$ cat config.mk
export PLATFORM = sky130hd
export DESIGN_NAME = atm_ledger_arbiter_flat
export DESIGN_NICKNAME = d
export VERILOG_FILES = /design/src/rtl/atm_ledger_arbiter_if.sv /design/src/rtl/atm_ledger_arbiter.sv /design/src/flat_wrapper.sv
export SDC_FILE = /design/constraint.sdc
export NUM_CORES = 1
export LEC_CHECK = 0
export CORE_MARGIN = 5
export CORE_UTILIZATION = 25
export DETAILED_ROUTE_END_ITERATION = 16
export PLACE_DENSITY = 0.54
export SYNTH_ARGS = -nofsm -noshare
export SYNTH_HDL_FRONTEND = slang
export SYNTH_SLANG_ARGS = --single-unit
$ cat constraint.sdc
create_clock -name CLK -period 9.7 [get_ports CLK]
set_clock_uncertainty 0.15 [all_clocks]
set_input_delay 1.94 -clock CLK [delete_from_list [all_inputs] [get_ports CLK]]
set_output_delay 1.94 -clock CLK [all_outputs]
set_load 0.1 [all_outputs]
$ cat src/rtl/atm_ledger_arbiter_if.sv
// Terminal-side bus of the shared-ledger arbiter: requests and amounts in, grant/completion/status out.
// The LIMITE_RETIRO_EN macro adds the withdrawal-limit clear input and the limit-rejection flag.
interface atm_ledger_arbiter_if #(
    parameter int N_TERM  = 4,
    parameter int MONTO_W = 32,
    parameter int BAL_W   = 64
);
    logic [N_TERM-1:0]         REQ;
    logic [N_TERM-1:0]         TIPO_TRANS;
    logic [N_TERM*MONTO_W-1:0] MONTO;
    logic [N_TERM-1:0]         GNT;
    logic [N_TERM-1:0]         DONE;
    logic                      FONDOS_INSUFICIENTES;
    logic [BAL_W-1:0]          BALANCE;
    logic                      OCUPADO;
`ifdef LIMITE_RETIRO_EN
    logic                      CLR_LIMITE;
    logic                      LIMITE_EXCEDIDO;

    modport master (
        output REQ, TIPO_TRANS, MONTO, CLR_LIMITE,
        input  GNT, DONE, FONDOS_INSUFICIENTES, BALANCE, OCUPADO, LIMITE_EXCEDIDO
    );
    modport slave (
        input  REQ, TIPO_TRANS, MONTO, CLR_LIMITE,
        output GNT, DONE, FONDOS_INSUFICIENTES, BALANCE, OCUPADO, LIMITE_EXCEDIDO
    );
`else
    modport master (
        output REQ, TIPO_TRANS, MONTO,
        input  GNT, DONE, FONDOS_INSUFICIENTES, BALANCE, OCUPADO
    );
    modport slave (
        input  REQ, TIPO_TRANS, MONTO,
        output GNT, DONE, FONDOS_INSUFICIENTES, BALANCE, OCUPADO
    );
`endif
endinterface

$ cat src/rtl/atm_ledger_arbiter.sv
// Round-robin arbiter/sequencer serialising ATM withdraw/deposit transactions onto one balance register.
// Optional cumulative withdrawal limit is compiled in with the LIMITE_RETIRO_EN macro.
module atm_ledger_arbiter #(
    parameter int               N_TERM       = 4,
    parameter int               MONTO_W      = 32,
    parameter int               BAL_W        = 64,
    parameter logic [BAL_W-1:0] BALANCE_INIT = '0,
    parameter logic [BAL_W-1:0] LIMITE       = BAL_W'(32'd50000)
) (
    input  logic           CLK,
    input  logic           RESET,
    atm_ledger_arbiter_if.slave bus
);
    localparam int PTR_W = $clog2(N_TERM);

    typedef enum logic [1:0] {
        REPOSO    = 2'd0,
        CONCEDIDO = 2'd1,
        RESPUESTA = 2'd2
    } state_t;

    state_t              state_q, state_d;
    logic [PTR_W-1:0]    ptr_q, ptr_d;
    logic [PTR_W-1:0]    sel_q, sel_d;
    logic                tipo_q, tipo_d;
    logic [MONTO_W-1:0]  monto_q, monto_d;
    logic [N_TERM-1:0]   gnt_q, gnt_d;
    logic [N_TERM-1:0]   done_q, done_d;
    logic                fondos_q, fondos_d;
    logic [BAL_W-1:0]    balance_q, balance_d;
    logic                ocupado_q, ocupado_d;

    logic [PTR_W-1:0]    pick_s;
    logic [BAL_W-1:0]    monto_ext_s;
    logic [BAL_W:0]      dep_sum_s;

    // Scan starts just after the last served terminal, so each one waits at most N_TERM-1 turns.
    function automatic logic [PTR_W-1:0] rr_pick(input logic [N_TERM-1:0] req,
                                                 input logic [PTR_W-1:0]  ptr);
        logic [PTR_W-1:0] pick;
        logic             found;
        int               idx;
        pick  = ptr;
        found = 1'b0;
        for (int k = 1; k <= N_TERM; k++) begin
            idx = (int'(ptr) + k) % N_TERM;
            if (!found && req[idx]) begin
                found = 1'b1;
                pick  = PTR_W'(idx);
            end else begin
                found = found;
            end
        end
        return pick;
    endfunction

    function automatic logic [N_TERM-1:0] onehot(input logic [PTR_W-1:0] idx);
        logic [N_TERM-1:0] one;
        one = {{(N_TERM-1){1'b0}}, 1'b1};
        return one << idx;
    endfunction

    assign pick_s      = rr_pick(bus.REQ, ptr_q);
    assign monto_ext_s = BAL_W'(monto_q);
    assign dep_sum_s   = {1'b0, balance_q} + {1'b0, monto_ext_s};

`ifdef LIMITE_RETIRO_EN
    logic [BAL_W-1:0] acum_q, acum_d;
    logic             limite_q, limite_d;
    logic [BAL_W:0]   acum_sum_s;
    logic             limit_hit_s;

    assign acum_sum_s  = {1'b0, acum_q} + {1'b0, monto_ext_s};
    assign limit_hit_s = (acum_sum_s > {1'b0, LIMITE});
`else
    logic unused_limite_s;
    assign unused_limite_s = ^LIMITE;
`endif

    // Next-state and datapath: operands are captured at grant and executed one cycle later.
    always_comb begin
        state_d   = state_q;
        ptr_d     = ptr_q;
        sel_d     = sel_q;
        tipo_d    = tipo_q;
        monto_d   = monto_q;
        gnt_d     = gnt_q;
        done_d    = done_q;
        fondos_d  = fondos_q;
        balance_d = balance_q;
`ifdef LIMITE_RETIRO_EN
        limite_d  = limite_q;
        acum_d    = bus.CLR_LIMITE ? '0 : acum_q;
`endif
        case (state_q)
            REPOSO: begin
                if (|bus.REQ) begin
                    sel_d   = pick_s;
                    tipo_d  = bus.TIPO_TRANS[pick_s];
                    monto_d = bus.MONTO[int'(pick_s)*MONTO_W +: MONTO_W];
                    gnt_d   = onehot(pick_s);
                    state_d = CONCEDIDO;
                end else begin
                    state_d = REPOSO;
                end
            end
            CONCEDIDO: begin
                done_d   = onehot(sel_q);
                fondos_d = 1'b0;
`ifdef LIMITE_RETIRO_EN
                limite_d = 1'b0;
                // Limit rejection outranks the funds check; a coincident clear beats the accumulate.
                if (tipo_q) begin
                    if (limit_hit_s) begin
                        limite_d = 1'b1;
                    end else if (monto_ext_s <= balance_q) begin
                        balance_d = balance_q - monto_ext_s;
                        acum_d    = bus.CLR_LIMITE ? '0 : acum_sum_s[BAL_W-1:0];
                    end else begin
                        fondos_d = 1'b1;
                    end
`else
                if (tipo_q) begin
                    if (monto_ext_s <= balance_q) begin
                        balance_d = balance_q - monto_ext_s;
                    end else begin
                        fondos_d = 1'b1;
                    end
`endif
                end else if (dep_sum_s[BAL_W]) begin
                    balance_d = '1;
                end else begin
                    balance_d = dep_sum_s[BAL_W-1:0];
                end
                state_d = RESPUESTA;
            end
            RESPUESTA: begin
                gnt_d    = '0;
                done_d   = '0;
                fondos_d = 1'b0;
`ifdef LIMITE_RETIRO_EN
                limite_d = 1'b0;
`endif
                ptr_d    = sel_q;
                state_d  = REPOSO;
            end
            default: begin
                gnt_d    = '0;
                done_d   = '0;
                fondos_d = 1'b0;
                state_d  = REPOSO;
            end
        endcase
        ocupado_d = (state_d != REPOSO);
    end

    // Control and ledger registers; an asynchronous reset abandons any transaction in flight.
    always_ff @(posedge CLK or negedge RESET) begin
        if (!RESET) begin
            state_q   <= REPOSO;
            ptr_q     <= PTR_W'(N_TERM - 1);
            sel_q     <= '0;
            tipo_q    <= 1'b0;
            monto_q   <= '0;
            gnt_q     <= '0;
            done_q    <= '0;
            fondos_q  <= 1'b0;
            balance_q <= BALANCE_INIT;
            ocupado_q <= 1'b0;
        end else begin
            state_q   <= state_d;
            ptr_q     <= ptr_d;
            sel_q     <= sel_d;
            tipo_q    <= tipo_d;
            monto_q   <= monto_d;
            gnt_q     <= gnt_d;
            done_q    <= done_d;
            fondos_q  <= fondos_d;
            balance_q <= balance_d;
            ocupado_q <= ocupado_d;
        end
    end

`ifdef LIMITE_RETIRO_EN
    // Withdrawal accumulator and its rejection flag.
    always_ff @(posedge CLK or negedge RESET) begin
        if (!RESET) begin
            acum_q   <= '0;
            limite_q <= 1'b0;
        end else begin
            acum_q   <= acum_d;
            limite_q <= limite_d;
        end
    end

    assign bus.LIMITE_EXCEDIDO = limite_q;
`endif

    assign bus.GNT                  = gnt_q;
    assign bus.DONE                 = done_q;
    assign bus.FONDOS_INSUFICIENTES = fondos_q;
    assign bus.BALANCE              = balance_q;
    assign bus.OCUPADO              = ocupado_q;

endmodule

$ cat src/flat_wrapper.sv
// flat-port wrapper written by rule: the top's interface ports become plain ports
module atm_ledger_arbiter_flat 
#(
    parameter int               N_TERM       = 4,
    parameter int               MONTO_W      = 32,
    parameter int               BAL_W        = 64,
    parameter logic [BAL_W-1:0] BALANCE_INIT = '0,
    parameter logic [BAL_W-1:0] LIMITE       = BAL_W'(32'd50000)
)
  (CLK, RESET, bus_REQ, bus_TIPO_TRANS, bus_MONTO, bus_GNT, bus_DONE, bus_FONDOS_INSUFICIENTES, bus_BALANCE, bus_OCUPADO);
  atm_ledger_arbiter_if #(.N_TERM(N_TERM), .MONTO_W(MONTO_W), .BAL_W(BAL_W)) bus_i ();
  input  logic CLK;
  input  logic RESET;
  input wire logic [$bits(bus_i.REQ)-1:0] bus_REQ;
  input wire logic [$bits(bus_i.TIPO_TRANS)-1:0] bus_TIPO_TRANS;
  input wire logic [$bits(bus_i.MONTO)-1:0] bus_MONTO;
  output wire logic [$bits(bus_i.GNT)-1:0] bus_GNT;
  output wire logic [$bits(bus_i.DONE)-1:0] bus_DONE;
  output wire logic [$bits(bus_i.FONDOS_INSUFICIENTES)-1:0] bus_FONDOS_INSUFICIENTES;
  output wire logic [$bits(bus_i.BALANCE)-1:0] bus_BALANCE;
  output wire logic [$bits(bus_i.OCUPADO)-1:0] bus_OCUPADO;
  assign bus_i.REQ = bus_REQ;
  assign bus_i.TIPO_TRANS = bus_TIPO_TRANS;
  assign bus_i.MONTO = bus_MONTO;
  assign bus_GNT = bus_i.GNT;
  assign bus_DONE = bus_i.DONE;
  assign bus_FONDOS_INSUFICIENTES = bus_i.FONDOS_INSUFICIENTES;
  assign bus_BALANCE = bus_i.BALANCE;
  assign bus_OCUPADO = bus_i.OCUPADO;
  atm_ledger_arbiter #(.N_TERM(N_TERM), .MONTO_W(MONTO_W), .BAL_W(BAL_W), .BALANCE_INIT(BALANCE_INIT), .LIMITE(LIMITE)) u_core (.CLK(CLK), .RESET(RESET), .bus(bus_i));
endmodule
==> reports/qor.yml <==
outcome:
  status: "completed"
clocking:
  path_clk_slew_ns: 0.06
  cts_setup_buffers: 0
  cts-htree-levels: 4
  clkLatencyLatePin_ns: 0.45
  numCtsBuffers: 17
  ctsHoldBuffers: 0
  cts_tree: "built"
  ctsResizeCount: 0
  clock_sinks: 113
  root_buffer: "clkbuf_16"
  clk_path_buf_depth: 2
worst_setup_path:
  crit_path_end_kind: "flop"
  crit_path_max_fanout: 75
  critPathRequiredTime_ns: 9.86
  worstSetupPathType: "reg -> reg"
  cp-start-kind: "flop"
  cp.arrival_ns: 4.93
sta:
  slew_violations: 0
  rsz0062_at_grt: "false"
  finalCriticalPeriod_ns: 4.77
  finalSetupViolCount: 0
  setup_tns_ns: 0
  hold_violations: 0
  period_share: 0.492
  tightest_slew_ns: 1.19
  slew-limit-headroom: 0.205
  max_freq_mhz: 210
placed_design:
  io_buffers: 211
  hpwl_um: 32400
  place_congestion: 0.899
  dp.cells: 2127
route:
  drt-total-wl_um: 43100
  antenna_left: 0
  drtIter0Drc: 927
  wire_per_inst_um: 19.9
  num_vias: 11500
  firstDrtPassIters: 5
  drcViolationCount: 0
  viasPerCell: 5.34
final_layout:
  final_cells: 2159
  insertedDiodeCount: 0
  final_common_cell: "clkdlybuf4s50_1"
  fin_nets: 1811
  syn_to_final_growth_pct: 28.6
  final_cell_mix: "clkdlybuf4s50_1 (210), nor2_1 (194), nand2_1 (161), dfrtp_1 (111), a21oi_1 (106)"
  drive_above_1_share: 0.0586
floorplanning:
  die_w_um: 217
  start_util: 0.254
  row_count: 75
  io_pins: 212
  die_h_um: 217
  core_area_um2: 42100
  die_area_um2: 47100
logic_synthesis:
  synth_area_um2: 10700
  yosysSeqAreaShare: 0.264
  ys_types: 72
  synthesis.instances: 1467
  yosys_most_used_dff: "dfrtp_1"
  synthArstFlopShare: 1.00
  ys_ff_latch: 113
  synth_edf_count: 0
  synth_warnings: 0
  synth_fp_nets: 1671
  syn-mean-instance-area_um2: 7.30
global_routing:
  grt_max_degree: 76
  first_global_vias: 11300
  grt_pass1_wl_um: 67100
  grt_overflow: 0
  grt_use_total: 0.177
  grt_antenna_before_repair: 0
hold_path:
  hp-class: "reg -> reg"
run:
  cap_viol_max_count: 0
routing by layer:
metal  global-route usage  vias to the layer above  routed length, µm
li1                     -                     5571                  -
met1                0.250                     5517              20100
met2                0.287                      408              19800
met3               0.0329                       39               2670
met4               0.0316                        0                456
met5                    0                        -                  0
stage by stage:
| stage | hold slack (ns) | utilization | instance area [µm²] | setup WS [ns] |
|---|---|---|---|---|
| after global routing | 0.417 | 0.327 | 13800 | 4.63 |
| final | 0.383 | 0.327 | 13800 | 4.93 |
| after global placement | 0.348 | 0.313 | 13200 | 4.56 |
| after detailed placement | 0.368 | 0.313 | 13200 | 4.55 |
| after CTS | 0.385 | 0.327 | 13800 | 4.81 |
| after floorplan | 0.329 | - | 10700 | 5.65 |
final timing paths:
check / from / to / slack (ns) / cells after the start
setup / recovery: u_core.bus.BALANCE[18]$_DFFE_PN0P_ / u_core.bus.BALANCE[14]$_DFFE_PN0P_ / 4.93 / 10
hold / removal: u_core.bus.GNT[0]$_DFFE_PN0P_ / u_core.bus.GNT[0]$_DFFE_PN0P_ / 0.38 / 2
setup reg to reg: u_core.bus.BALANCE[18]$_DFFE_PN0P_ / u_core.bus.BALANCE[14]$_DFFE_PN0P_ / 4.93 / 10
hold reg to reg: u_core.bus.GNT[0]$_DFFE_PN0P_ / u_core.bus.GNT[0]$_DFFE_PN0P_ / 0.38 / 2
max in group asynchronous: RESET / u_core.sel_q[1]$_DFFE_PN0P_ / 6.62 / 2
min in group asynchronous: RESET / u_core.bus.BALANCE[47]$_DFFE_PN0P_ / 1.39 / 1
kinds of logic (layout without fill, tap and decap cells):
| group | count (synthesis) | count (layout) | synth area share |
|---|---|---|---|
| muxes | 31 | 31 | 0.0312 |
| AOI/OAI and AO/OA | 414 | 414 | 0.252 |
| and+or+nand+nor | 638 | 638 | 0.283 |
| buffers and inverters | 174 | 327 | 0.0658 |
| DFF | 113 | 113 | 0.264 |
| adders and majority gates | 66 | 66 | 0.0785 |
| xor gates and xnor gates | 31 | 31 | 0.0254 |
flip-flops by register name, indices dropped and copies added, names as in the netlist:
name,cells
u_core.bus.BALANCE,64
u_core.bus.DONE,4
u_core.bus.FONDOS_INSUFICIENTES,1
u_core.bus.GNT,4
u_core.bus.OCUPADO,1
u_core.monto_q,32
u_core.ptr_q,2
u_core.sel_q,2
u_core.state_q,2
u_core.tipo_q,1
cell usage after synthesis, types with 14 or more instances:
| library cell | n | area [µm²] |
|---|---|---|
| a21oi_1 | 106 | 531 |
| a31oi_1 | 20 | 125 |
| nor2b_1 | 19 | 119 |
| o31ai_1 | 20 | 150 |
| nor4_1 | 33 | 206 |
| dfrtp_1 | 111 | 2780 |
| ha_1 | 64 | 801 |
| nand2_1 | 161 | 604 |
| o211ai_1 | 40 | 300 |
| nor2_1 | 195 | 732 |
| and3_1 | 24 | 150 |
| o22a_1 | 22 | 193 |
| clkbuf_1 | 71 | 267 |
| buf_2 | 14 | 70.1 |
| o21ai_0 | 97 | 485 |
| xnor2_1 | 26 | 228 |
| nand4_1 | 25 | 156 |
| nand2b_1 | 16 | 100 |
| nand3_1 | 63 | 315 |
| inv_1 | 71 | 267 |
| nor3_1 | 41 | 205 |
worst max-delay path: stages (launching register included):
cell and delay, ns:
dfrtp_1 0.44, ha_1 0.55, nand4_1 0.34, nor4_1 0.50
a31o_2 0.23, nor4_1 0.06, o31a_2 0.17, nor2_4 0.08
buf_4 0.68, nand2_1 0.97, o22a_1 0.44
cell type report:
type	count	area (µm²)
Fill cell	4491	28400
Multi-Input combinational cell	1180	7230
Sequential cell	113	2830
Timing Repair Buffer	224	2210
Tap cell	539	674
Clock buffer	17	425
Inverter	71	267
Clock inverter	15	148
Power is left out: the tool's default activity adds up to more than one toggle a clock period on the data nets, which glitch-free logic cannot reach.
